File: src/rtl/run_scan_ctrl.sv
// -----------------------------------------------------------------------------
// run_scan_ctrl
//
// Front-end for a shared serial run-pattern detector. It arbitrates between two
// word requesters (round-robin on ties), clears the detector for one cycle,
// shifts the granted word into it MSB-first, counts the detector's match pulses,
// and reports the count back to the side that was granted.
//
// Ports
//   clk            rising-edge clock
//   RESET          asynchronous, active-high reset of the whole block
//   req_a/req_b    requests; held high with data stable until the gnt pulse
//   data_a/data_b  WIDTH-bit words to scan
//   gnt_a/gnt_b    one-cycle grant pulse (registered)
//   done_a/done_b  one-cycle completion pulse; result valid in this cycle
//   result         match count of the last completed scan, held until next done
//   busy           high whenever the FSM is not in IDLE
//   det_nreset     registered active-low reset to the detector
//   det_in         registered serial bit to the detector
//   det_out        detector Mealy output, sampled only while shifting
// -----------------------------------------------------------------------------
module run_scan_ctrl #(
    parameter int WIDTH = 8,
    parameter int CNT_W = 4
) (
    input  logic             clk,
    input  logic             RESET,
    input  logic             req_a,
    input  logic             req_b,
    input  logic [WIDTH-1:0] data_a,
    input  logic [WIDTH-1:0] data_b,
    output logic             gnt_a,
    output logic             gnt_b,
    output logic             done_a,
    output logic             done_b,
    output logic [CNT_W-1:0] result,
    output logic             busy,
    output logic             det_nreset,
    output logic             det_in,
    input  logic             det_out
);

    typedef enum logic [1:0] {IDLE, CLEAR, SHIFT, DONE} state_t;

    localparam int               BW       = (WIDTH > 1) ? $clog2(WIDTH) : 1;
    localparam logic [BW-1:0]    LAST_BIT = BW'(WIDTH - 1);
    localparam logic [CNT_W-1:0] CNT_MAX  = CNT_W'(WIDTH);

    state_t           stateReg;
    state_t           stateNext;
    logic [WIDTH-1:0] shiftReg;
    logic [BW-1:0]    bitCnt;
    logic [CNT_W-1:0] matchCnt;
    logic [CNT_W-1:0] cntPlus;
    logic             grantB;
    logic             lastGntB;
    logic             grantWindow;
    logic             anyReq;
    logic             pickB;
    logic             lastBit;

    // Grants are registered so no output depends combinationally on req_*.
    // The decision is taken at the edge that opens the gnt cycle: either in
    // IDLE while no grant is already showing, or at the edge leaving DONE so
    // that back-to-back words keep a WIDTH+3 cycle cadence. The gnt pulse
    // itself is therefore always seen in an IDLE cycle.
    assign anyReq      = req_a | req_b;
    assign grantWindow = ((stateReg == IDLE) && !(gnt_a || gnt_b)) || (stateReg == DONE);
    assign pickB       = req_b && (!req_a || !lastGntB);
    assign lastBit     = (stateReg == SHIFT) && (bitCnt == LAST_BIT);
    // Saturating add; the count cannot legitimately exceed WIDTH.
    assign cntPlus     = (matchCnt == CNT_MAX) ? matchCnt : matchCnt + CNT_W'(det_out);

    // State register
    always_ff @(posedge clk or posedge RESET) begin
        if (RESET) begin
            stateReg <= IDLE;
        end else begin
            stateReg <= stateNext;
        end
    end

    // Next-state logic
    always_comb begin
        stateNext = stateReg;
        case (stateReg)
            IDLE:    if (gnt_a || gnt_b) stateNext = CLEAR;
            CLEAR:   stateNext = SHIFT;
            SHIFT:   if (lastBit) stateNext = DONE;
            DONE:    stateNext = IDLE;
            default: stateNext = IDLE;
        endcase
    end

    // Outputs decoded from registered state
    always_comb begin
        busy   = (stateReg != IDLE);
        done_a = (stateReg == DONE) && !grantB;
        done_b = (stateReg == DONE) && grantB;
    end

    // Registered datapath and registered outputs
    always_ff @(posedge clk or posedge RESET) begin
        if (RESET) begin
            gnt_a      <= 1'b0;
            gnt_b      <= 1'b0;
            lastGntB   <= 1'b1;
            grantB     <= 1'b0;
            shiftReg   <= '0;
            bitCnt     <= '0;
            matchCnt   <= '0;
            result     <= '0;
            det_in     <= 1'b0;
            det_nreset <= 1'b0;
        end else begin
            gnt_a      <= grantWindow && anyReq && !pickB;
            gnt_b      <= grantWindow && anyReq && pickB;
            det_nreset <= (stateNext != CLEAR);

            // Word, side and counter are captured together with the grant
            // decision, while the request is guaranteed valid.
            if (grantWindow && anyReq) begin
                lastGntB <= pickB;
                grantB   <= pickB;
                shiftReg <= pickB ? data_b : data_a;
                matchCnt <= '0;
            end

            case (stateReg)
                CLEAR: begin
                    det_in   <= shiftReg[WIDTH-1];
                    shiftReg <= shiftReg << 1;
                    bitCnt   <= '0;
                end
                SHIFT: begin
                    matchCnt <= cntPlus;
                    if (lastBit) begin
                        result <= cntPlus;
                        det_in <= 1'b0;
                    end else begin
                        det_in   <= shiftReg[WIDTH-1];
                        shiftReg <= shiftReg << 1;
                        bitCnt   <= bitCnt + BW'(1);
                    end
                end
                default: begin
                    det_in <= 1'b0;
                end
            endcase
        end
    end

endmodule

File: config.mk
export PLATFORM = sky130hd
export DESIGN_NAME = run_scan_ctrl
export DESIGN_NICKNAME = d
export VERILOG_FILES = /design/src/rtl/run_scan_ctrl.sv
export SDC_FILE = /design/constraint.sdc
export NUM_CORES = 1
export LEC_CHECK = 0
export CORE_MARGIN = 3
export CORE_UTILIZATION = 49
export DETAILED_ROUTE_END_ITERATION = 8
export PLACE_DENSITY = 0.77
export SYNTH_ARGS = -nofsm -noshare
export SYNTH_HDL_FRONTEND = slang
export SYNTH_SLANG_ARGS = --single-unit
File: constraint.sdc
create_clock -name clk -period 2.15 [get_ports clk]
set_input_delay 0.3225 -clock clk [delete_from_list [all_inputs] [get_ports clk]]
set_output_delay 0.3225 -clock clk [all_outputs]
set_load 0.02 [all_outputs]
==> metrics.txt <==
# TYPE chip_impl_metric gauge
chip_impl_metric{name="die_h",unit="um"} 59.2
chip_impl_metric{name="number_of_max_slew_violations_in_the_final_report",unit=""} 0
chip_impl_metric{name="leakagePower",unit="nW"} 0.830
chip_impl_metric{name="detailedRoute.firstIterationViolations",unit=""} 25
chip_impl_metric{name="max_clock_buf_depth",unit=""} 2
chip_impl_metric{name="syn2layout_area_growth",unit="%"} 29.8
chip_impl_metric{name="critical-path-max-stage-delay",unit="ns"} 0.60
chip_impl_metric{name="clock_insertion_delay_worst_skew",unit="ns"} 0.32
chip_impl_metric{name="numPlacedInstances",unit=""} 194
chip_impl_metric{name="drc",unit=""} 0
chip_impl_metric{name="grt-ovfl-total",unit=""} 0
chip_impl_metric{name="power.density_cell_area",unit="nW/um2"} 1260
chip_impl_metric{name="detail_route.first_pass.iterations",unit=""} 4
chip_impl_info{name="worst_setup_path_start_kind",value="flop"} 1
chip_impl_metric{name="synth.cell_area",unit="um2"} 1390
chip_impl_metric{name="wl",unit="um"} 2850
chip_impl_metric{name="fin_hold_ws",unit="ns"} 0.333
chip_impl_metric{name="netlist_instances",unit=""} 131
chip_impl_metric{name="cts-hold-fix-buffers",unit=""} 0
chip_impl_metric{name="initial_utilization",unit=""} 0.536
chip_impl_metric{name="max_cap_violations",unit=""} 0
chip_impl_metric{name="num_rows",unit=""} 18
chip_impl_metric{name="vdd_ir_drop_max",unit="mV"} 0.812
chip_impl_metric{name="largest_net_degree_at_the_start_of_global_routing",unit=""} 28
chip_impl_metric{name="timing.critical_path.buf_inv",unit=""} 1
chip_impl_metric{name="x_dimension_of_the_die",unit="um"} 59.2
chip_impl_metric{name="final_critical_path_setup_slack",unit="ns"} 0.100
chip_impl_metric{name="synthesized_flop_and_latch_total",unit=""} 27
chip_impl_metric{name="wl_per_cell",unit="um"} 14.3
chip_impl_metric{name="cts_max_level",unit=""} 1
chip_impl_info{name="crit_path_end_kind",value="output port"} 1
chip_impl_metric{name="synthesis.yosys.warnings",unit=""} 0
chip_impl_metric{name="post_route_cell_area",unit="um2"} 1800
chip_impl_metric{name="finalSetupTns",unit="ns"} 0
chip_impl_metric{name="place_hpwl",unit="um"} 2270
chip_impl_info{name="tritoncts_clock_tree",value="built"} 1
chip_impl_info{name="critPathSlowestCell",value="sky130_fd_sc_hd__clkdlybuf4s50_1"} 1
chip_impl_metric{name="synth_fp_nets",unit=""} 161
chip_impl_metric{name="layout.cells.non_filler",unit=""} 199
chip_impl_info{name="worstHoldPathType",value="primary input to async pin"} 1
chip_impl_metric{name="nets",unit=""} 200
chip_impl_metric{name="port_buffers",unit=""} 31
chip_impl_metric{name="cts_num_sinks",unit=""} 27
chip_impl_metric{name="cp_max_fo",unit=""} 5
chip_impl_info{name="rsz0062_at_grt",value="false"} 1
chip_impl_info{name="worstPathCellList",value="ha_2, and2_1, clkdlybuf4s50_1"} 1
chip_impl_metric{name="design.core.area",unit="um2"} 2590
chip_impl_info{name="mostFrequentLayoutCell",value="sky130_fd_sc_hd__clkdlybuf4s50_1"} 1
chip_impl_info{name="run_status",value="finished, final reports clean"} 1
chip_impl_metric{name="ios",unit=""} 32
chip_impl_metric{name="worst-endpoint-required",unit="ns"} 1.83
chip_impl_metric{name="antenna_found_initial",unit=""} 0
chip_impl_metric{name="drt-vias-per-instance",unit=""} 5.55
chip_impl_metric{name="gpl.final_weighted_congestion",unit=""} 0.784
chip_impl_metric{name="tritoncts.num_buffers",unit=""} 3
chip_impl_metric{name="clock-skew-final",unit="ns"} 0.00354
chip_impl_metric{name="finalSetupViolCount",unit=""} 0
chip_impl_info{name="path_delay_family",value="buffers and inverters"} 1
chip_impl_metric{name="grt_pass1_vias",unit=""} 1133
chip_impl_metric{name="final_worst_path_period_share",unit=""} 0.953
chip_impl_metric{name="finalHoldViolCount",unit=""} 0
chip_impl_metric{name="avgSynthCellArea",unit="um2"} 10.6
chip_impl_metric{name="post_route_cells_drive_above_1_share",unit=""} 0.130
chip_impl_metric{name="timing.critical_path.arrival",unit="ns"} 1.73
chip_impl_metric{name="setup_slack_placement",unit="ns"} 0.227
chip_impl_metric{name="detail-route-antenna-nets",unit=""} 0
chip_impl_info{name="commonest_cells_after_routing_fill_and_taps_aside",value="sky130_fd_sc_hd__clkdlybuf4s50_1 (29), sky130_fd_sc_hd__dfrtp_1 (26), sky130_fd_sc_hd__nand2_1 (17)"} 1
chip_impl_metric{name="clk_pin_slew_worst_paths",unit="ns"} 0.14
chip_impl_metric{name="synth_cell_types",unit=""} 34
chip_impl_metric{name="global_route_wire_length_before_repair",unit="um"} 4900
chip_impl_metric{name="place_area",unit="um2"} 1760
chip_impl_metric{name="slew-limit-headroom",unit=""} 0.750
chip_impl_info{name="criticalPathCategory",value="flop to output port"} 1
chip_impl_metric{name="sequential_cell_area_fraction_in_the_yosys_report",unit=""} 0.488
chip_impl_metric{name="dieArea",unit="um2"} 3510
chip_impl_metric{name="layout_min_cycle_time",unit="ns"} 2.05
chip_impl_info{name="clk_root_buffer_cell",value="sky130_fd_sc_hd__clkbuf_4"} 1
chip_impl_metric{name="antenna_diode_count",unit=""} 0
chip_impl_metric{name="detailroute.via_count",unit=""} 1105
chip_impl_metric{name="fmax",unit="MHz"} 488
chip_impl_metric{name="global_route.usage.total",unit=""} 0.182
chip_impl_metric{name="timing_worst_slew_pin_value",unit="ns"} 0.375
-- worst register-to-register path: stages (launching register included) --
cell	delay (ns)
sky130_fd_sc_hd__dfrtp_1	0.45
sky130_fd_sc_hd__inv_1	0.12
sky130_fd_sc_hd__ha_1	0.20
sky130_fd_sc_hd__nor3b_4	0.26
sky130_fd_sc_hd__o22ai_2	0.20
sky130_fd_sc_hd__buf_4	0.21
sky130_fd_sc_hd__nor4b_1	0.33
sky130_fd_sc_hd__a221o_1	0.16
-- final cells by class --
| cell class | count | area, um2 |
|---|---|---|
| flip-flops and latches | 27 | 677 |
| repair buffers | 37 | 360 |
| inverters | 4 | 15.0 |
| clock buffers | 3 | 22.5 |
| fillers | 202 | 788 |
| clock inverters | 1 | 5.00 |
| well taps | 30 | 37.5 |
| multi-input cells | 97 | 684 |
-- registers in the layout, indices dropped and copies added, names as in the netlist --
signal      flops
det_nreset      1
matchCnt        4
gnt_a           1
lastGntB        1
bitCnt          3
grantB          1
stateReg        2
result          4
shiftReg        8
gnt_b           1
det_in          1
-- path summary, 6_finish.rpt --
| kind | from | end | slack (ns) | depth (start not counted) |
|---|---|---|---|---|
| worst max-delay path | stateReg[0]$_DFF_PP0_ | done_b | 0.10 | 3 |
| worst min-delay path | RESET | result[2]$_DFFE_PP0P_ | 0.33 | 3 |
| worst max register to register | stateReg[0]$_DFF_PP0_ | shiftReg[7]$_DFF_PP0_ | 0.17 | 7 |
| worst min register to register | result[0]$_DFFE_PP0P_ | result[0]$_DFFE_PP0P_ | 0.50 | 2 |
| max in group asynchronous | RESET | lastGntB$_DFFE_PP1N_ | 1.51 | 3 |
| min in group clk | result[0]$_DFFE_PP0P_ | result[0]$_DFFE_PP0P_ | 0.50 | 2 |
-- cell families after synthesis --
group,after synthesis,synth area share
AOI/OAI and AO/OA,41,0.197
xor gates and xnor gates,3,0.0189
and+or+nand+nor,40,0.162
DFF,27,0.488
muxes,4,0.0325
adders and majority gates,9,0.0812
buffers and inverters,7,0.0207
-- per-stage QoR --
step	util	power, mW
final	0.696	2.27
after global routing	0.696	2.47
after CTS	0.690	2.28
after detailed placement	0.679	2.06
after global placement	0.679	2.00
after floorplan	-	1.65
-- Yosys cell counts --
cell type / count / area (um2)
sky130_fd_sc_hd__a211oi_1: 6 / 45.0
sky130_fd_sc_hd__a21boi_2: 1 / 11.3
sky130_fd_sc_hd__a21o_1: 2 / 15.0
sky130_fd_sc_hd__a21oi_1: 1 / 5.00
sky130_fd_sc_hd__a221o_1: 1 / 10.0
sky130_fd_sc_hd__a22o_1: 4 / 35.0
sky130_fd_sc_hd__a22oi_1: 1 / 7.51
sky130_fd_sc_hd__and2_1: 3 / 18.8
sky130_fd_sc_hd__and2_4: 1 / 8.76
sky130_fd_sc_hd__buf_2: 2 / 10.0
sky130_fd_sc_hd__clkbuf_1: 1 / 3.75
sky130_fd_sc_hd__dfrtp_1: 26 / 651
sky130_fd_sc_hd__dfstp_2: 1 / 26.3
sky130_fd_sc_hd__ha_1: 9 / 113
sky130_fd_sc_hd__inv_1: 4 / 15.0
sky130_fd_sc_hd__mux2_2: 4 / 45.0
sky130_fd_sc_hd__nand2_1: 17 / 63.8
sky130_fd_sc_hd__nand2_2: 1 / 6.26
sky130_fd_sc_hd__nand2b_1: 1 / 6.26
sky130_fd_sc_hd__nand3_1: 3 / 15.0
sky130_fd_sc_hd__nand3b_1: 1 / 7.51
sky130_fd_sc_hd__nor2_1: 2 / 7.51
sky130_fd_sc_hd__nor2b_1: 8 / 50.1
sky130_fd_sc_hd__nor3b_4: 1 / 18.8
sky130_fd_sc_hd__nor4b_1: 1 / 8.76
sky130_fd_sc_hd__o21a_1: 2 / 15.0
sky130_fd_sc_hd__o21ai_0: 10 / 50.1
sky130_fd_sc_hd__o21ai_1: 10 / 50.1
sky130_fd_sc_hd__o22a_1: 1 / 8.76
sky130_fd_sc_hd__o22ai_2: 1 / 12.5
sky130_fd_sc_hd__o31ai_1: 1 / 7.51
sky130_fd_sc_hd__or4b_4: 1 / 13.8
sky130_fd_sc_hd__xnor2_1: 2 / 17.5
sky130_fd_sc_hd__xor2_1: 1 / 8.76
-- power breakdown --
part	switching, mW	internal (mW)
clock	0.147	0.0697
combinational	0.639	0.567
sequential	0.140	0.710
-- per-layer routing --
layer	wire length (um)	global-route usage
met1	1220	0.227
met2	1400	0.307
met3	166	0.0218
met4	58	0.0939
met5	0	0
-- repair_timing --
action	in CTS	in global routing
resized for setup	0	3
setup endpoints to repair	0	4
buffers inserted	0	1
Note: power is estimated with default switching activity, not from simulation.
